$ cat src/rtl/pll_phase_seq.sv
// pll_phase_seq: power-up reset, lock filtering, output-clock gating and
// dynamic phase-shift sequencing for the CrossLink PLL primitive.
// Runs on the PLL reference clock so it keeps working while the PLL is unlocked.
module pll_phase_seq #(
  parameter int NUM_OUT    = 4,
  parameter int RST_CYCLES = 16,
  parameter int LOCK_FILT  = 256,
  parameter int STEP_HI    = 2,
  parameter int STEP_GAP   = 4,
  parameter int CNT_W      = 8
) (
  input  logic               CLKI,
  input  logic               RST,
  input  logic               pll_lock_i,
  input  logic               req_valid,
  output logic               req_ready,
  input  logic [1:0]         req_sel,
  input  logic               req_dir,
  input  logic [CNT_W-1:0]   req_count,
  output logic               pll_rst_o,
  output logic [1:0]         phasesel_o,
  output logic               phasedir_o,
  output logic               phasestep_o,
  output logic               phaseloadreg_o,
  output logic [NUM_OUT-1:0] enclk_o,
  output logic               locked_o,
  output logic               done_o,
  output logic               req_err_o,
  output logic               lost_o,
  output logic [7:0]         relock_cnt_o
);

  // One shared timer covers the reset pulse, lock filter and step timing,
  // so it is sized for the longest of them (it counts 0..N-1).
  localparam int MAX_A = (RST_CYCLES > LOCK_FILT) ? RST_CYCLES : LOCK_FILT;
  localparam int MAX_B = (STEP_HI > STEP_GAP) ? STEP_HI : STEP_GAP;
  localparam int MAX_T = (MAX_A > MAX_B) ? MAX_A : MAX_B;
  localparam int TW    = $clog2(MAX_T);

  localparam logic [TW-1:0] RST_LAST  = TW'(RST_CYCLES - 1);
  localparam logic [TW-1:0] FILT_LAST = TW'(LOCK_FILT - 1);
  localparam logic [TW-1:0] HI_LAST   = TW'(STEP_HI - 1);
  localparam logic [TW-1:0] GAP_LAST  = TW'(STEP_GAP - 1);

  typedef enum logic [2:0] {
    S_RST_SEQ,
    S_WAIT_LOCK,
    S_READY,
    S_SETUP,
    S_STEP_HI,
    S_STEP_GAP,
    S_LOAD,
    S_DONE
  } state_t;

  state_t           state_q, state_n;
  logic [TW-1:0]    tmr_q, tmr_n;
  logic [CNT_W-1:0] rem_q, rem_n;
  logic [1:0]       sel_q, sel_n;
  logic             dir_q, dir_n;
  logic             lock_m, lock_s;
  logic             done_n, err_n, lost_n;
  logic [7:0]       relock_n;
  logic             in_op, sel_ok, op_n, drive_n;

  // Two-flop synchroniser for the asynchronous PLL LOCK output.
  always_ff @(posedge CLKI or posedge RST) begin
    if (RST) begin
      lock_m <= 1'b0;
      lock_s <= 1'b0;
    end else begin
      lock_m <= pll_lock_i;
      lock_s <= lock_m;
    end
  end

  // Next-state logic; losing lock while operating overrides everything else.
  always_comb begin
    state_n  = state_q;
    tmr_n    = tmr_q;
    rem_n    = rem_q;
    sel_n    = sel_q;
    dir_n    = dir_q;
    done_n   = 1'b0;
    err_n    = 1'b0;
    lost_n   = lost_o;
    relock_n = relock_cnt_o;
    in_op    = (state_q != S_RST_SEQ) && (state_q != S_WAIT_LOCK);
    sel_ok   = (int'(req_sel) < NUM_OUT);

    if (in_op && !lock_s) begin
      state_n = S_RST_SEQ;
      tmr_n   = '0;
      lost_n  = 1'b1;
      if (relock_cnt_o != 8'hFF) relock_n = relock_cnt_o + 8'd1;
    end else begin
      case (state_q)
        S_RST_SEQ: begin
          if (tmr_q == RST_LAST) begin
            state_n = S_WAIT_LOCK;
            tmr_n   = '0;
          end else begin
            tmr_n = tmr_q + 1'b1;
          end
        end
        S_WAIT_LOCK: begin
          if (!lock_s) begin
            tmr_n = '0;
          end else if (tmr_q == FILT_LAST) begin
            state_n = S_READY;
            tmr_n   = '0;
          end else begin
            tmr_n = tmr_q + 1'b1;
          end
        end
        S_READY: begin
          if (req_valid) begin
            if (!sel_ok) begin
              err_n = 1'b1;
            end else if (req_count == '0) begin
              done_n = 1'b1;
            end else begin
              state_n = S_SETUP;
              tmr_n   = '0;
              rem_n   = req_count;
              sel_n   = req_sel;
              dir_n   = req_dir;
            end
          end
        end
        S_SETUP: begin
          if (tmr_q == GAP_LAST) begin
            state_n = S_STEP_HI;
            tmr_n   = '0;
          end else begin
            tmr_n = tmr_q + 1'b1;
          end
        end
        S_STEP_HI: begin
          if (tmr_q == HI_LAST) begin
            state_n = S_STEP_GAP;
            tmr_n   = '0;
          end else begin
            tmr_n = tmr_q + 1'b1;
          end
        end
        S_STEP_GAP: begin
          if (tmr_q == GAP_LAST) begin
            tmr_n   = '0;
            rem_n   = rem_q - 1'b1;
            state_n = (rem_q == CNT_W'(1)) ? S_LOAD : S_STEP_HI;
          end else begin
            tmr_n = tmr_q + 1'b1;
          end
        end
        S_LOAD: begin
          state_n = S_DONE;
          done_n  = 1'b1;
        end
        S_DONE: begin
          state_n = S_READY;
          sel_n   = 2'd0;
          dir_n   = 1'b0;
        end
        default: begin
          state_n = S_RST_SEQ;
          tmr_n   = '0;
        end
      endcase
    end

    op_n    = (state_n != S_RST_SEQ) && (state_n != S_WAIT_LOCK);
    drive_n = (state_n == S_SETUP) || (state_n == S_STEP_HI) ||
              (state_n == S_STEP_GAP) || (state_n == S_LOAD);
  end

  // Sequencer state, timer and latched request.
  always_ff @(posedge CLKI or posedge RST) begin
    if (RST) begin
      state_q <= S_RST_SEQ;
      tmr_q   <= '0;
      rem_q   <= '0;
      sel_q   <= 2'd0;
      dir_q   <= 1'b0;
    end else begin
      state_q <= state_n;
      tmr_q   <= tmr_n;
      rem_q   <= rem_n;
      sel_q   <= sel_n;
      dir_q   <= dir_n;
    end
  end

  // All PLL pins and status flags are registered so they never glitch.
  always_ff @(posedge CLKI or posedge RST) begin
    if (RST) begin
      pll_rst_o      <= 1'b1;
      locked_o       <= 1'b0;
      enclk_o        <= '0;
      req_ready      <= 1'b0;
      phasesel_o     <= 2'd0;
      phasedir_o     <= 1'b0;
      phasestep_o    <= 1'b0;
      phaseloadreg_o <= 1'b0;
      done_o         <= 1'b0;
      req_err_o      <= 1'b0;
      lost_o         <= 1'b0;
      relock_cnt_o   <= 8'd0;
    end else begin
      pll_rst_o      <= (state_n == S_RST_SEQ);
      locked_o       <= op_n;
      enclk_o        <= {NUM_OUT{op_n}};
      req_ready      <= (state_n == S_READY);
      phasesel_o     <= drive_n ? sel_n : 2'd0;
      phasedir_o     <= drive_n ? dir_n : 1'b0;
      phasestep_o    <= (state_n == S_STEP_HI);
      phaseloadreg_o <= (state_n == S_LOAD);
      done_o         <= done_n;
      req_err_o      <= err_n;
      lost_o         <= lost_n;
      relock_cnt_o   <= relock_n;
    end
  end

endmodule

$ cat config.mk
export PLATFORM = sky130hd
export DESIGN_NAME = pll_phase_seq
export DESIGN_NICKNAME = d
export VERILOG_FILES = /design/src/rtl/pll_phase_seq.sv
export SDC_FILE = /design/constraint.sdc
export NUM_CORES = 1
export LEC_CHECK = 0
export ABC_AREA = 1
export CAP_MARGIN = 25
export CORE_MARGIN = 4
export CORE_UTILIZATION = 31
export DETAILED_ROUTE_END_ITERATION = 6
export PLACE_DENSITY = 0.61
export SETUP_SLACK_MARGIN = 0.15
export SYNTH_ARGS = -nofsm -noshare
export SYNTH_HDL_FRONTEND = slang
export SYNTH_SLANG_ARGS = --single-unit
$ cat constraint.sdc
create_clock -name CLKI -period 3 [get_ports CLKI]
set_input_delay 0.3 -clock CLKI [delete_from_list [all_inputs] [get_ports CLKI]]
set_output_delay 0.3 -clock CLKI [all_outputs]
set_load 0.02 [all_outputs]
# Word level (Yosys, flattened, before mapping)
# Index checks and enable logic that the tools add are counted.
[totals]
ff_bits = 43
elab_cells = 103
[classes]
add_sub_neg = 3
eq_ne = 25
mux = 38
n_bitwise = 1
n_reduce_logical = 18
[ops]
columns = ["op", "count"]
rows = [
  ["8-bit two-way mux", 11],
  ["8-bit case mux with 5 select lines", 1],
  ["3-bit two-way mux", 9],
  ["3-bit case mux with 8 select lines", 1],
  ["3-bit equality test, second input constant", 7],
  ["8-bit by 1-bit adder with 8-bit output, second input constant", 2],
  ["8-bit by 1-bit equality test with 1-bit output, second input constant", 2],
  ["8-bit case mux with 2 select lines", 1],
  ["3-bit by 2-bit equality test with 1-bit output, second input constant", 4],
  ["2-bit two-way mux", 5],
  ["8-bit by 2-bit equality test with 1-bit output, second input constant", 1],
  ["8-bit by 4-bit equality test with 1-bit output, second input constant", 1],
  ["8-bit equality test, second input constant", 1],
  ["8-bit zero test", 1],
  ["8-bit != test, second input constant", 1],
  ["8-bit by 1-bit subtractor with 8-bit output, second input constant", 1],
  ["1-bit two-way mux", 7],
  ["3-bit zero test", 2],
  ["2-bit != test, second input constant", 3],
  ["3-bit by 1-bit != test with 1-bit output, second input constant", 2],
  ["3-bit != test, second input constant", 2],
  ["3-bit nonzero test", 2],
  ["6-bit nonzero test", 1],
  ["5-bit AND reduction", 1],
  ["other kinds (11)", 16],
]

# Depth between registers and ports, before layout
# Gate-level depths: netlist of run 1.
[logic_depth]
ltp_word = 10
ltp_mapped = 12
depth_no_buf = 12

# Worst setup path after synthesis of run 1
# OpenSTA, ideal clock, no wires.
[synth_path]
kind = "flip-flop to flip-flop"
startpoint = "reg relock_cnt_o[0]"
endpoint = "reg relock_cnt_o[4]"
arrival_time_ps = 1437
setup_slack_ps = 1483
path_stages_with_launch = 9
path_buffers = 0
cell_sequence = "dfrtp_1 > ha_1 > inv_1 > nor3_1 > nand3_1 > nand2_2 > nor2_1 > nand3_1 > xor2_1"
[synth_via]
elab_chain_cells = 2
elab_cells_between_ends = 3
cone_classes = "add/sub (1); eq/ne (1); reduce/logical (1)"
[synth_rtl]
columns = ["item", "line_no", "rtl"]
rows = [
  ["start, declared", "30", "output logic [7:0] relock_cnt_o"],
  ["start signal, assigned", "221", "relock_cnt_o <= relock_n;"],
  ["branches (longest 2 deep; another with 8-bit by 1-bit adder with 8-bit output)", "-", ""],
]
# Several ways; the timed one is not identified.
# A chain may end at the register's enable or synchronous reset.

# Final worst setup path of run 1
[layout_path]
startpoint = "reg state_q[0]"
endpoint = "reg rem_q[6]"
[layout_via]
elab_chain_cells = 5
elab_cells_between_ends = 13
cone_classes = "eq/ne (6); mux (1); bitwise (1); reduce/logical (5)"
[layout_rtl]
columns = ["item", "line_no", "rtl"]
rows = [
  ["start, declared", "56", "state_t state_q, state_n;"],
  ["start signal, assigned", "186", "state_q <= state_n;"],
  ["3-bit by 1-bit != test with 1-bit output / 3-bit nonzero test (equally long branches)", "88", "in_op = (state_q != S_RST_SEQ) && (state_q != S_WAIT_LOCK);"],
  ["1-bit logical AND", "88", ""],
  ["1-bit logical AND", "91", "if (in_op && !lock_s) begin"],
  ["1-bit inverter (no source line)", "-", ""],
  ["5-bit AND reduction (no source line)", "-", ""],
  ["end signal, assigned", "188", "rem_q <= rem_n;"],
  ["end, declared", "58", "logic [CNT_W-1:0] rem_q, rem_n;"],
]
# Parallel ways exist; a longest one is shown, timed or not.

==> metrics.cfg, run 1 <==
[status]
outcome = completed

[cts]
clk_latency_ps = 300
cts_max_level = 2
cts_buffers = 5
root_buffer = clkbuf_8
cts_setup_buffers = 0
cts_tree = built
cts_sinks = 42
clockBufferDepth = 2
clk_pin_slew_ps = 90
cts_resized = 0
ctsHoldBuffers = 0

[synth]
synth-seq-area-share_pct = 42.4
synthSimpleGateAreaFrac_pct = 29.7
synth_top_family_by_area = simple AND/OR/NAND/NOR gates
synth-adder-area-share_pct = 2.52
syn_avg_cell_area_sq_um = 7.90
synth_fp_nets = 334
yosys-mux-area-fraction_pct = 0
postSynthCellCount = 314
synth_area_sq_um = 2480
synth_compound_area_share_pct = 11.9
synthXorXnorAreaFrac_pct = 2.82
ys_warn_count = 0
ys_seq_elements = 42
ys_types = 37

[placed_design]
dp_hpwl_um = 3900
port_buffers = 36
dpl.cell_count = 444
place.gp.congestion = 0.825

[timing]
slew_headroom_pct = 64.0
max_slew.worst_pin.slew_ps = 540
finClkSkew_ps = 11.1
fmax_mhz = 564
setup-violations-final = 0
finalCritPeriodShare_pct = 59.1
post-route-min-period_ps = 1770
hold_viol = 0
finalSetupTns_ps = 0
rsz0062_at_grt = false
slew_viol_final = 0

[grt]
grt_pass1_wl_um = 9340
grt_pass1_vias = 2028
grt_max_degree = 43
antenna_found_initial = 0
grt-ovfl-total = 0
grt.total_usage_pct = 11.7

[final_layout]
nets = 369
area.growth.synth_to_final_pct = 20.7
drive_gt1_share_pct = 13.1
layout_commonest_cell = nand2_1
layout.cells.non_filler = 452
n_antenna_cell = 0
mostFrequentLayoutCells = nand2_1, inv_1, dfrtp_1, clkdlybuf4s50_1, nor2_1

[routing]
drc = 0
drt_first_iter_violations = 90
post_drt_via_cell_ratio = 4.67
wire_per_inst_um = 11.6
firstDrtPassIters = 4
postRouteAntennaNets = 0
vias = 2109
totalWireLength_um = 5230

[worst_setup_path]
worstReg2RegStart = state_q[0]
crit_type = flip-flop to flip-flop
cp.buffers_inverters = 0
start_kind = flip-flop
reg2reg_depth = 8
cp.arrival_ps = 2000
r2r_slack_ps = 1230
cpLargestDelayFamily = simple AND/OR/NAND/NOR gates
crit_required_ps = 3230
path_cells = nand3_4 > nand2_2 > nand2_2 > nor2_4 > nand2_4 > a21oi_2 > o21ai_1 > a21oi_2
path_max_fanout = 16
worstSetupEndpointType = flip-flop
cpPeakStageDelay_ps = 580
r2r_end = rem_q[6]
worst_path_max_delay_cell = dfrtp_1

[floorplan]
core_sq_um = 7770
die_area_sq_um = 9500
fp.dieW_um = 97.5
fp.dieH_um = 97.5
io_pins = 38
fp-row-count = 32
start_util_pct = 31.9

[worst_hold_path]
hp-start = lock_m
whs_path_depth = 0
hold_path_class = flip-flop to flip-flop
hold_end = lock_s

[power_and_ir_drop]
peakVddDrop_mv = 0.179
power_density_nw_per_um2 = 336
p_total_w = 0.00100
p_leak_nw = 1.39

[job]
drv_cap = 0

-- worst max path at each step --
stage / end / slack [ps] / from / depth (start not counted)
after global routing: rem_q[4] / 1030 / state_q[0] / 6
after detailed placement: tmr_q[7] / 1100 / req_count[1] / 11
after CTS: rem_q[6] / 1250 / state_q[0] / 8
final: rem_q[6] / 1230 / state_q[0] / 8
after floorplan: relock_cnt_o[4] / 1480 / relock_cnt_o[0] / 8
after global placement: tmr_q[7] / 1140 / req_count[1] / 11
-- kinds of logic (layout without fill, tap and decap cells) --
group / Yosys count / after routing
xor+xnor: 8 / 8
compound gates: 46 / 46
flops: 42 / 42
simple gates: 152 / 152
other cells: 1 / 1
buf+inv: 60 / 96
fa+ha+maj: 5 / 5
-- report_power, final --
part / internal (W) / total [W] / switching (W)
clock network: 0.000164 / 0.000365 / 0.000200
logic: 0.0000293 / 0.0000639 / 0.0000346
registers: 0.000570 / 0.000576 / 0.00000615
total: 0.000764 / 0.00100 / 0.000241
-- flip-flops by register name (all words and copies together), names as in the netlist --
signal          count
lock_s              1
phaseloadreg_o      1
relock_cnt_o        8
dir_q               1
state_q             3
locked_o            1
req_ready           1
sel_q               2
pll_rst_o           1
phasestep_o         1
lock_m              1
phasesel_o          2
tmr_q               8
phasedir_o          1
done_o              1
lost_o              1
rem_q               8
-- metrics by stage --
step / hold slack, ps / cell area [sq um] / worst slack [ps] / util [%]
6_report: 352 / 2990 / 1230 / 38.5
5_1_grt: 378 / 2990 / 1030 / 38.5
4_1_cts: 358 / 2990 / 1250 / 38.5
3_5_place_dp: 336 / 2910 / 1100 / 37.4
3_3_place_gp: 333 / 2910 / 1140 / 37.4
2_1_floorplan: 331 / 2480 / 1480 / -
-- area by class of cell --
class	count	area [sq um]
fillers	812	4770
multi-input cells	212	1170
flip-flops and latches	42	1050
repair buffers	37	368
inverters	51	193
well taps	102	128
clock buffers	6	72.6
clock inverters	2	13.8
-- synthesized netlist by cell type (all sizes together) --
| cell | instances | area (sq um) |
|---|---|---|
| nand2 | 76 | 315 |
| inv | 50 | 188 |
| dfrtp | 41 | 1030 |
| nor2 | 35 | 159 |
| nand3 | 21 | 123 |
| a21oi | 18 | 120 |
| o21ai | 15 | 75.1 |
| buf | 9 | 68.8 |
| o22ai | 9 | 68.8 |
| nand4 | 8 | 50.1 |
| ha | 5 | 62.6 |
| nor3 | 5 | 35.0 |
| xnor2 | 5 | 43.8 |
| nand3b | 4 | 30.0 |
| xor2 | 3 | 26.3 |
| o21a | 2 | 15.0 |
| or2 | 2 | 12.5 |
| a211oi | 1 | 7.51 |
| clkinv | 1 | 5.00 |
| conb | 1 | 3.75 |
| dfstp | 1 | 26.3 |
| nor4 | 1 | 12.5 |
| o21bai | 1 | 7.51 |
-- metal layers --
| layer | global-route usage (%) | up-vias | part of all wire [%] | wire length, um |
|---|---|---|---|---|
| li1 | - | 1069 | - | - |
| met1 | 15.2 | 993 | 47 | 2450 |
| met2 | 19.0 | 41 | 47 | 2480 |
| met3 | 3.02 | 6 | 4.6 | 241 |
| met4 | 3.51 | 0 | 1.1 | 59 |
| met5 | 0 | - | 0 | 0 |
Power figures use the tool's default switching activity.
==> run 2: changes to the inputs <==
- clock period: 3 -> 1.8 ns (I/O delays scaled with it)
==> run 2 against run 1 <==
Net effect: clock power grew to 2.6 times the previous value; register-to-register slack lost 1000 ps; non-clock buffer count grew 18; critical path depth grew 1; hold slack lost 130 ps; via count shrank 0.19%; sequential power grew 66%.
==> metrics.cfg, run 2 (synthesis gave the netlist of run 1 again) <==
[timing]
post-route-min-period_ps = 1600  ; -170 ps
slew_viol_final = 0  ; unchanged
whs_ps = 223  ; -129 ps
rsz0062_at_grt = true
finClkSkew_ps = 5.87  ; -5.27 ps
fmax_mhz = 624  ; +11%
setup-violations-final = 0  ; unchanged
finalSetupTns_ps = 0  ; unchanged
hold_viol = 0  ; unchanged
finalCritPeriodShare_pct = 89.1  ; +30 points

[routing]
firstDrtPassIters = 4  ; unchanged
drc = 0  ; unchanged
wire_per_inst_um = 11.7  ; +1.0%
totalWireLength_um = 5500  ; +5.0%
drt_first_iter_violations = 74  ; -18%
vias = 2105  ; -0.19%
post_drt_via_cell_ratio = 4.48  ; -4.0%
postRouteAntennaNets = 0  ; unchanged

[worst_setup_path]
path_max_fanout = 12  ; -4
worstSetupEndpointType = flip-flop
path_common_cell = nor2_4
path_cells = ha_2 > nand2_2 > nor2_4 > nor2_1 > nor2_4 > nand2_8 > a21oi_4 > o21ai_1 > a21oi_2
start_kind = flip-flop
worst_path_max_delay_cell = dfrtp_1
crit_required_ps = 2030  ; -1200 ps
cpPeakStageDelay_ps = 410  ; -170 ps
cp.arrival_ps = 1830  ; -170 ps
crit_type = flip-flop to flip-flop

[cts]
root_buffer = clkbuf_8
clk_pin_slew_ps = 90  ; about the same
cts_max_level = 2  ; unchanged
ctsHoldBuffers = 0  ; unchanged
clk_latency_ps = 300  ; about the same
cts_tree = built
cts_sinks = 42  ; unchanged
cts_buffers = 5  ; unchanged
clockBufferDepth = 2  ; unchanged

[placed_design]
place.gp.congestion = 0.823  ; -0.21%
dp_hpwl_um = 3990  ; +2.2%
dpl.cell_count = 450  ; +1.4%
port_buffers = 36  ; unchanged

[final_layout]
postLayoutCoreUtil_pct = 42.7  ; +4.1 points
nets = 387  ; +4.9%
fill_cells = 800  ; -1.5%
top_regs = relock_cnt_o: 8 flops, rem_q: 8 flops, tmr_q: 8 flops
area.growth.synth_to_final_pct = 33.5
n_antenna_cell = 0  ; unchanged
layout.cells.non_filler = 470  ; +4.0%
mostFrequentLayoutCells = nand2_1, inv_1, dfrtp_1, clkdlybuf4s50_1, nor2_1
drive_gt1_share_pct = 24.7  ; +12 points
layout_commonest_cell = nand2_1

[worst_hold_path]
hold_path_class = primary input to async pin

[grt]
grt_pass1_vias = 2078  ; +2.5%
grt-ovfl-total = 0  ; unchanged
antenna_found_initial = 0  ; unchanged
grt_max_degree = 43  ; unchanged
grt.total_usage_pct = 11.8  ; +0.087 points
grt_pass1_wl_um = 9410  ; +0.74%

[floorplan]
start_util_pct = 31.9  ; unchanged
fp.dieH_um = 97.5  ; unchanged
fp-row-count = 32  ; unchanged
fp.dieW_um = 97.5  ; unchanged
die_area_sq_um = 9500  ; unchanged
io_pins = 38  ; unchanged
core_sq_um = 7770  ; unchanged

[power_and_ir_drop]
power_density_nw_per_um2 = 609  ; +82%
p_leak_nw = 1.56  ; +12%
peakVddDrop_mv = 0.395  ; +120%

[status]
outcome = completed

[job]
drv_cap = 0  ; unchanged

[run 2: cell count changes in the layout (fill, tap and decap cells not counted), moves of 4 or more]
| cell | before | now |
|---|---|---|
| nand2_1 | 68 | 61 |
| dfrtp_1 | 41 | 37 |
| dfrtp_2 | 0 | 4 |
| buf_4 | 1 | 18 |
| nor2_2 | 2 | 6 |
| nor2_1 | 30 | 24 |
| nand2_2 | 6 | 13 |
[run 2: what timing repair did]
| action | CTS | global route |
|---|---|---|
| gates resized for setup | 2 | 32 |
| endpoints found under the setup margin | 6 | 26 |
| buffers inserted | 0 | 12 |
| pin swaps | 0 | 13 |
[run 2: per-stage QoR]
step	cell area, sq um	total power (W)	setup slack [ps]
3_3_place_gp	2970	0.00109	64.2
5_1_grt	3310	0.00212	50.3
2_1_floorplan	2480	0.00104	283
4_1_cts	3120	0.00204	136
3_5_place_dp	2970	0.00109	0.836
6_report	3310	0.00202	196
[run 2: critical path: cells and delay by family (launching register included)]
kind,cells,cell delay [ps]
fa+ha+maj,1,230
compound gates,3,340
simple gates,5,570
flops,1,410
[run 2: power by group]
group	leakage (nW)	total (W)	switching [W]	internal [W]
Sequential	0.539	0.000958	0.00000816	0.000950
Combinational	0.949	0.000129	0.0000670	0.0000624
Clock	0.0714	0.000932	0.000340	0.000592
[run 2: worst paths after layout]
path                                         to  slack, ps       start  depth (start not counted)
min in group CLKI                        lock_m        320  pll_lock_i                          1
max in group asynchronous             pll_rst_o       1310         RST                          3
worst min-delay path            relock_cnt_o[0]        220         RST                          3
worst min register to register           lock_s        350      lock_m                          0
worst max register to register         rem_q[6]        200    tmr_q[1]                          9
worst max-delay path                   rem_q[6]        200    tmr_q[1]                          9
[run 2: layout make-up]
class | instances | area (sq um) | share of cell area (%)
clock buffers | 6 | 82.6 | 2.49
clock inverters | 2 | 60.1 | 1.81
inverters | 51 | 195 | 5.89
multi-input cells | 212 | 1270 | 38.4
flip-flops and latches | 42 | 1060 | 31.9
well taps | 102 | 128 | 3.85
repair buffers | 55 | 518 | 15.6
[run 2: layer usage]
| metal | up-vias | GRT usage [%] | routed length [um] |
|---|---|---|---|
| li1 | 1101 | - | - |
| met5 | - | 0 | 0 |
| met4 | 0 | 2.24 | 40 |
| met3 | 5 | 3.88 | 218 |
| met1 | 975 | 15.0 | 2630 |
| met2 | 24 | 19.6 | 2610 |
==> run 3: changes to the inputs <==
- CAP_MARGIN: 25 -> default
- SKIP_CTS_REPAIR_TIMING: default -> 1
==> run 3 against run 2 <==
Net effect: global-route usage fell by 0.12 points; non-clock buffer count shrank 4; power hardly changed; first-iteration DRC count up 6.8%; die area unchanged; sequential share of layout area is 0.34 points higher; hold slack better by 11 ps; fmax decreased by 1.3%; critical endpoint unchanged; largest power group unchanged.
==> metrics.cfg, run 3 (synthesis gave the netlist of run 1 again) <==
[timing]
finClkSkew_ps = 6.77  ; +0.901 ps
rsz0062_at_grt = true
finalCritPeriodShare_pct = 90.3  ; +1.2 points
finalSetupTns_ps = 0  ; unchanged
setup-violations-final = 0  ; unchanged
fmax_mhz = 615  ; -1.3%
hold_viol = 0  ; unchanged
setup_slack_ps = 175  ; -21.3 ps
slew_viol_final = 0  ; unchanged
post-route-min-period_ps = 1620  ; +21.3 ps

[routing]
drt_first_iter_violations = 79  ; +6.8%
postRouteAntennaNets = 0  ; unchanged
drc = 0  ; unchanged
firstDrtPassIters = 4  ; unchanged
vias = 2142  ; +1.8%
post_drt_via_cell_ratio = 4.60  ; +2.6%
wire_per_inst_um = 11.7  ; about the same
totalWireLength_um = 5450  ; -0.82%

[grt]
grt.total_usage_pct = 11.6  ; -0.12 points
grt_pass1_vias = 2065  ; -0.63%
grt-ovfl-total = 0  ; unchanged
grt_max_degree = 43  ; unchanged
antenna_found_initial = 0  ; unchanged
grt_pass1_wl_um = 9320  ; -1.0%

[worst_setup_path]
crit_type = flip-flop to flip-flop
worstSetupEndpointType = flip-flop
cp.arrival_ps = 1860  ; +30 ps
path_max_fanout = 12  ; unchanged
start_kind = flip-flop
crit_required_ps = 2030  ; about the same

[final_layout]
n_antenna_cell = 0  ; unchanged
drive_gt1_share_pct = 23.6  ; -1.1 points
area.growth.synth_to_final_pct = 32.0
top_regs = relock_cnt_o: 8 flops, rem_q: 8 flops, tmr_q: 8 flops
layout_commonest_cell = nand2_1
layout.cells.non_filler = 466  ; -0.85%
nets = 383  ; -1.0%
mostFrequentLayoutCells = nand2_1, inv_1, dfrtp_1, clkdlybuf4s50_1, nor2_1

[cts]
clk_pin_slew_ps = 90  ; about the same
root_buffer = clkbuf_8
cts_tree = built
clockBufferDepth = 2  ; unchanged
clk_latency_ps = 300  ; about the same
cts_buffers = 5  ; unchanged
cts_max_level = 2  ; unchanged
cts_sinks = 42  ; unchanged

[power_and_ir_drop]
p_sw_w = 0.000417  ; +0.43%
peakVddDrop_mv = 0.388  ; -1.8%
internal-power_w = 0.00160  ; -0.10%
clockPowerShare_pct = 46.2  ; about the same
p_leak_nw = 1.52  ; -2.3%
power_density_nw_per_um2 = 617  ; +1.2%
power_frac_comb_pct = 6.3  ; about the same
switching_share_pct = 20.6  ; +0.087 points
seq_power_share_pct = 47.4  ; about the same

[placed_design]
preCtsSetupSlack_ps = 0.836  ; unchanged
dpl.cell_count = 450  ; unchanged
dp_hpwl_um = 3990  ; unchanged
port_buffers = 36  ; unchanged
place.gp.congestion = 0.823  ; unchanged

[status]
outcome = completed

[floorplan]
start_util_pct = 31.9  ; unchanged
fp.dieW_um = 97.5  ; unchanged
die_area_sq_um = 9500  ; unchanged
fp-row-count = 32  ; unchanged
io_pins = 38  ; unchanged
core_sq_um = 7770  ; unchanged
fp.dieH_um = 97.5  ; unchanged

[worst_hold_path]
hold_path_class = primary input to async pin

[job]
drv_cap = 0  ; unchanged

## run 3: worst max-delay path, stage by stage, from the launching register on
cell,delay [ps]
dfrtp_1,400
ha_2,220
nand2_1,110
nor2_4,130
nor2_1,70
nor2_4,170
nand2_8,110
a21oi_2,130
o21ai_1,90
a21oi_2,120
## run 3: through the flow
stage | instance area (sq um) | utilization (%) | hold slack, ps | power [W]
floorplan | 2480 | - | 211 | 0.00104
global placement | 2970 | 38.2 | 334 | 0.00109
detailed placement | 2970 | 38.2 | 336 | 0.00109
CTS | 3110 | 40.0 | 230 | 0.00204
global route | 3270 | 42.2 | 240 | 0.00212
finish | 3270 | 42.2 | 234 | 0.00202
## run 3: metal layers
metal | routed length, um | vias up | part of all wire [%] | track usage, %
met3 | 267 | 5 | 4.9 | 3.88
met2 | 2520 | 44 | 46 | 19.2
met4 | 40 | 0 | 0.73 | 2.24
met5 | 0 | - | 0 | 0
met1 | 2620 | 994 | 48 | 14.9
li1 | - | 1099 | - | -
## run 3: final cells by class
class                      count  area, sq um
tap                          102          128
clock inverter                 2         60.1
timing repair buffer          51          488
fill                         797         4490
inverter                      51          195
clock buffer                   6         82.6
sequential                    42         1060
multi-input combinational    212         1260
## run 3: path summary, 6_finish.rpt
path,start,to,slack (ps),depth (start not counted)
setup reg to reg,tmr_q[1],rem_q[6],180,9
hold / removal,RST,relock_cnt_o[4],230,3
min in group CLKI,pll_lock_i,lock_m,320,1
max in group asynchronous,RST,pll_rst_o,1310,3
hold reg to reg,lock_m,lock_s,350,0
setup / recovery,tmr_q[1],rem_q[6],180,9
## run 3: power groups by stage
| stage | sequential (W) | clock [W] | combinational [W] |
|---|---|---|---|
| final | 0.000958 | 0.000934 | 0.000127 |
| after floorplan | 0.000977 | 0 | 0.0000605 |
| after global placement | 0.000976 | 0 | 0.000117 |
| after global routing | 0.000959 | 0.00101 | 0.000145 |
| after detailed placement | 0.000977 | 0 | 0.000118 |
| after CTS | 0.000958 | 0.000958 | 0.000120 |
==> RTL change 1 (config.mk and constraints of run 2) <==
Put one more register stage on the output `relock_cnt_o`, with the module's reset. The value now appears one clock later. The other outputs are not delayed to match.
--- a/src/rtl/pll_phase_seq.sv
+++ b/src/rtl/pll_phase_seq.sv
@@ -55,2 +55,4 @@
 
+  logic [7:0] relock_cnt_s0;
+
   state_t           state_q, state_n;
@@ -86,3 +88,3 @@
     lost_n   = lost_o;
-    relock_n = relock_cnt_o;
+    relock_n = relock_cnt_s0;
     in_op    = (state_q != S_RST_SEQ) && (state_q != S_WAIT_LOCK);
@@ -94,3 +96,3 @@
       lost_n  = 1'b1;
-      if (relock_cnt_o != 8'hFF) relock_n = relock_cnt_o + 8'd1;
+      if (relock_cnt_s0 != 8'hFF) relock_n = relock_cnt_s0 + 8'd1;
     end else begin
@@ -207,3 +209,3 @@
       lost_o         <= 1'b0;
-      relock_cnt_o   <= 8'd0;
+      relock_cnt_s0  <= 8'd0;
     end else begin
@@ -220,3 +222,11 @@
       lost_o         <= lost_n;
-      relock_cnt_o   <= relock_n;
+      relock_cnt_s0  <= relock_n;
+    end
+  end
+
+  always_ff @(posedge CLKI or posedge RST) begin
+    if (RST) begin
+      relock_cnt_o <= '0;
+    end else begin
+      relock_cnt_o <= relock_cnt_s0;
     end
Function: same outputs for any inputs over 10 cycles, from zero or initial values and one cycle with RST high; that may be too few to reach the edited logic, so the function may still have changed.
==> RTL change 1 against run 2 <==
Maximum frequency decreased by 4.9%. Via count increased by 16%. Worst setup slack got worse by 0.083 ns. Area after synthesis increased by 8.8%. Critical path type unchanged. Clock skew increased by 0.0041 ns. Critical endpoint is now tmr_q[1]. Core utilization increased by 0.055 points. Critical path depth increased by 1. Routed wire length increased by 17%. Die area increased by 8.0%. Sequential cell count increased by 8. Final cell count increased by 8.9%. Design area increased by 7.5%.
Power is not compared: it rests on default switching activity, and its combinational part moved more than twofold at a synthesized area within 25%.
==> RTL change 1: results (changes against run 2) <==
synthesis:
  synth_commonest_cells: "nand2_1 (77), inv_1 (55), dfrtp_1 (49), nor2_1 (38), nand3_1 (22)"  # was nand2_1 (68), inv_1 (42), dfrtp_1 (41), nor2_1 (30), nand3_1 (19)
  synthTopCellsByArea: "dfrtp_1 (45%), nand2_1 (11%), inv_1 (7.6%)"  # was dfrtp_1 (41%), nand2_1 (10%), inv_1 (6.4%)
  synth_nets: 363  # was 334
  ys_warn_count: 0  # unchanged
  ys_seq_area_share_pct: 46.4  # was 42.4%
  async_flop_share_pct: 100  # unchanged
  synth.distinct_cells: 36  # was 37
status:
  outcome: "finished clean"  # unchanged
clock_network:
  clk_pin_slew_ns: 0.10
  root_buffer: "clkbuf_8"  # unchanged
  clock_path_buffers: 2  # unchanged
  clock_latency_ns: 0.31
  cts_made_buffers: 5  # unchanged
  cts_max_level: 2  # unchanged
global_routing:
  grt_util_all_layers_pct: 12.3  # was 11.8%
  grt_pass1_vias: 2280  # was 2,078
  grt_pass1_wl_um: 10200  # was 9410 um
  antenna_found_initial: 0  # unchanged
  grt_max_degree: 30  # was 43
detailed_routing:
  viasPerCell: 4.75  # was 4.48
  post_drt_wl_per_cell_um: 12.5  # was 11.7 um
  dr.pass1.iters: 4  # unchanged
  drt-initial-drc-count: 159  # was 74
sta:
  setup_violations: 0  # unchanged
  skew_ns: 0.00996  # was 0.00587 ns
placement:
  io_buffers: 36  # unchanged
  dpl-instance-area_um2: 3290  # was 2970 um2
  place_hpwl_um: 4680  # was 3990 um
  gp_congestion: 0.915  # was 0.823
final_layout:
  antennaDiodeCount: 0  # unchanged
  fin_nets: 426  # was 387
  drive_above_1_share_pct: 21.4  # was 24.7%
  fillerInstances: 835  # was 800
setup_path:
  rr_startpoint: "tmr_q[1]"  # unchanged
  arrival_ns: 1.88  # was 1.83 ns
  path_class: "reg2reg"  # unchanged
  cp_slowest_cell: "dfrtp_1"  # unchanged
  slowest_delay_ns: 0.39  # was 0.41 ns
  crit_fanout: 3  # was 12
min_path:
  hold_path_class: "in2async"  # unchanged
power_and_ir_drop:
  leakagePower_nw: 1.82
  intPower_w: 0.00160
  vdd.ir_drop.worst_uv: 371
==> RTL change 1: cell types whose count changed after synthesis, sizes merged, moves of 6 or more <==
cell   change
inv       +10
dfrtp      +8
a21oi      -7
nor2       +7
o21ai      +6
o22ai      -6
==> RTL change 1: cells by family after synthesis <==
family          share of synthesized area (%)
fa+ha+maj                                2.32
buf+inv                                  10.9
flops                                    46.4
mux                                     0.417
xor+xnor                                 2.92
simple gates                             26.9
compound gates                           9.97
other cells                             0.139
==> RTL change 1: path summary, 6_finish.rpt <==
path,to,slack [ns],cells past startpoint
setup reg to reg,tmr_q[1],0.11,10
setup / recovery,tmr_q[1],0.11,10
hold / removal,relock_cnt_o[5],0.08,2
min in group CLKI,lock_m,0.30,1
hold reg to reg,lock_s,0.36,0
max in group asynchronous,pll_rst_o,1.23,3
==> RTL change 1: what timing repair did <==
item	in CTS	in global routing
setup buffers	2	6
cloned	0	1
setup endpoints to repair	20	27
pin swaps	6	13
hold buffers	0	0
gates resized for setup	10	30
==> RTL change 1: per-stage QoR <==
stage | TNS [ns] | power, W | hold slack, ns | cells | setup slack [ns]
after detailed placement | -0.0547 | 0.00150 | 0.335 | 495 | -0.0314
after floorplan | 0 | 0.00137 | 0.211 | 343 | 0.284
after global routing | 0 | 0.00233 | 0.113 | 512 | 0.0202
after global placement | 0 | 0.00149 | 0.336 | 495 | 0.0171
final | 0 | 0.00222 | 0.0831 | 512 | 0.114
after CTS | 0 | 0.00220 | 0.0892 | 505 | 0.150
==> RTL change 1: power by group through the flow <==
stage | Combinational (W) | Clock, W | Sequential [W]
final | 0.000340 | 0.000698 | 0.00119
after global routing | 0.000381 | 0.000756 | 0.00119
after CTS | 0.000299 | 0.000716 | 0.00118
after detailed placement | 0.000294 | 0 | 0.00120
after global placement | 0.000287 | 0 | 0.00120
after floorplan | 0.000169 | 0 | 0.00120
==> RTL change 1: cell type report <==
cell class                      count  area, um2  area share, %
Timing Repair inverter              1       5.00          0.140
Inverter                           60        230           6.46
Timing Repair Buffer               65        601           16.9
Sequential cell                    50       1260           35.3
Multi-Input combinational cell    223       1250           35.0
Clock inverter                      3       22.5          0.632
Tap cell                          105        131           3.69
Clock buffer                        5       68.8           1.93
==> RTL change 1: layer usage <==
layer	part of all wire, %	routed length, um	up-vias	GRT usage, %
met5	0	0	-	0
met4	2.8	181	0	5.42
li1	-	-	1207	-
met3	5.2	331	17	2.48
met1	47	3000	1135	17.5
met2	45	2910	73	17.9
==> RTL change 2 (settings of run 2) <==
Made on the original files. Change the parameter `CNT_W` from 8 to 9.
--- a/src/rtl/pll_phase_seq.sv
+++ b/src/rtl/pll_phase_seq.sv
@@ -9,3 +9,3 @@
   parameter int STEP_GAP   = 4,
-  parameter int CNT_W      = 8
+  parameter int CNT_W      = 9
 ) (
Ports: changed (resized req_count); port bits go from 38 to 39. No check against the original RTL was run, so the function may have changed too.
==> RTL change 2 against run 2 <==
Routed wire length up 8.5%. Area after synthesis rose by 4.0%. Highest routed layer unchanged. Worst setup slack got worse by 0.078 ns. Design area rose by 5.1%. Critical path depth up 3. Sequential cell count rose by 1. Total power down 18%.
==> RTL change 2: results (changes against run 2) <==
synthesis:
  synth-xor-area-share_pct: 3.39  # was 2.82%
  synth_adder_area_share_pct: 2.42  # was 2.52%
  synth_commonest_cells: "nand2_1 (80), inv_1 (56), dfrtp_1 (42), nor2_1 (40), nand3_1 (17)"  # was nand2_1 (68), inv_1 (42), dfrtp_1 (41), nor2_1 (30), nand3_1 (19)
  synth_nets: 365  # was 334
  synthTopCellsByArea: "dfrtp_1 (41%), nand2_1 (12%), inv_1 (8.1%)"  # was dfrtp_1 (41%), nand2_1 (10%), inv_1 (6.4%)
  synth.distinct_cells: 38  # was 37
  synthFlopType: "dfrtp_1"  # unchanged
  ys_seq_area_share_pct: 41.7  # was 42.4%
  synth.avg_cell_area_um2: 7.50  # was 7.90 um2
  muxShareOfSynthArea_pct: 0  # unchanged
placement:
  dp_slack_ns: -0.0370  # was 0.000836 ns
  dpl-instance-area_um2: 3100  # was 2970 um2
  io_buffers: 37  # was 36
  dp_cells: 488  # was 450
sta:
  whs_ns: 0.242  # was 0.223 ns
  period_share_pct: 93.4  # was 89.1%
detailed_routing:
  post_drt_wl_per_cell_um: 11.6  # was 11.7 um
  dr_wl_met3_um: 193  # was 218 um
  viasPerCell: 4.49  # was 4.48
  wl_met1_um: 2790  # was 2630 um
  route.met2.wl_um: 2910  # was 2610 um
  drt-initial-drc-count: 80  # was 74
global_routing:
  grt_max_degree: 44  # was 43
  grt_pass1_wl_um: 9890  # was 9410 um
  met1_usage_pct: 16.1  # was 15.0%
  grt_pass1_vias: 2189  # was 2,078
  use_met3_pct: 2.59  # was 3.88%
  grtUsageMet2_pct: 19.7  # was 19.6%
final_layout:
  reg_top3: "rem_q (9), relock_cnt_o (8), tmr_q (8)"  # was relock_cnt_o (8), rem_q (8), tmr_q (8)
  fin_nets: 428  # was 387
  utilization_pct: 42.6  # was 42.7%
  drive_above_1_share_pct: 25.2  # was 24.7%
  fin_cells: 513  # was 470
  fillerInstances: 812  # was 800
power_and_ir_drop:
  leakagePower_nw: 1.67  # was 1.56 nW
  switching_share_pct: 22.9  # was 20.6%
  vdd.ir_drop.worst_uv: 326  # was 395 uV
  power.share.clock_pct: 36.8  # was 46.1%
  seq_power_w: 0.000970  # was 0.000958 W
  power.density_nw_per_um2: 477  # was 609 nW/um2
setup_path:
  r2r-end: "phasesel_o[0]"  # was rem_q[6]
  rr_startpoint: "tmr_q[0]"  # was tmr_q[1]
  startpoint: "tmr_q[0]"  # was tmr_q[1]
  reg2regPathDepth: 12  # was 9
  timing.reg2reg.setup_slack_ns: 0.12  # was 0.20 ns
  crit_fanout: 3  # was 12
clock_network:
  cts-resized-gates: 11  # was 2
  cts_setup_buffers: 5  # was 0
status:
  outcome: "finished clean"  # unchanged
-- RTL change 2: cell count changes in the layout (fill, tap and decap cells not counted), moves of 5 or more --
cell            run 2  this run
a21oi_1            10         5
nor2_2              6        12
nand2_1            61        73
xor2_1              3         9
nor2_1             24        29
buf_4              18        24
nand3_1            18        13
inv_1              41        54
a31oi_1             0         5
-- RTL change 2: layout make-up --
class | instances | area share (%)
inverters | 63 | 6.94
multi-input cells | 229 | 38.2
repair inverters | 1 | 0.180
clock inverters | 2 | 0.359
well taps | 105 | 3.77
flip-flops and latches | 43 | 31.1
clock buffers | 6 | 2.08
repair buffers | 64 | 17.3
-- RTL change 2: critical path, stage by stage, from the launching register on --
cell and delay [ns]:
dfrtp_1 0.40, ha_4 0.20, nand3_4 0.11, nor2_4 0.12, nand3_2 0.12, nor2_2 0.13, nor2_1 0.05, nand2_2 0.11
nand2_2 0.08, nor2_2 0.08, nand2_1 0.06, nand2_2 0.10, nor2_2 0.04
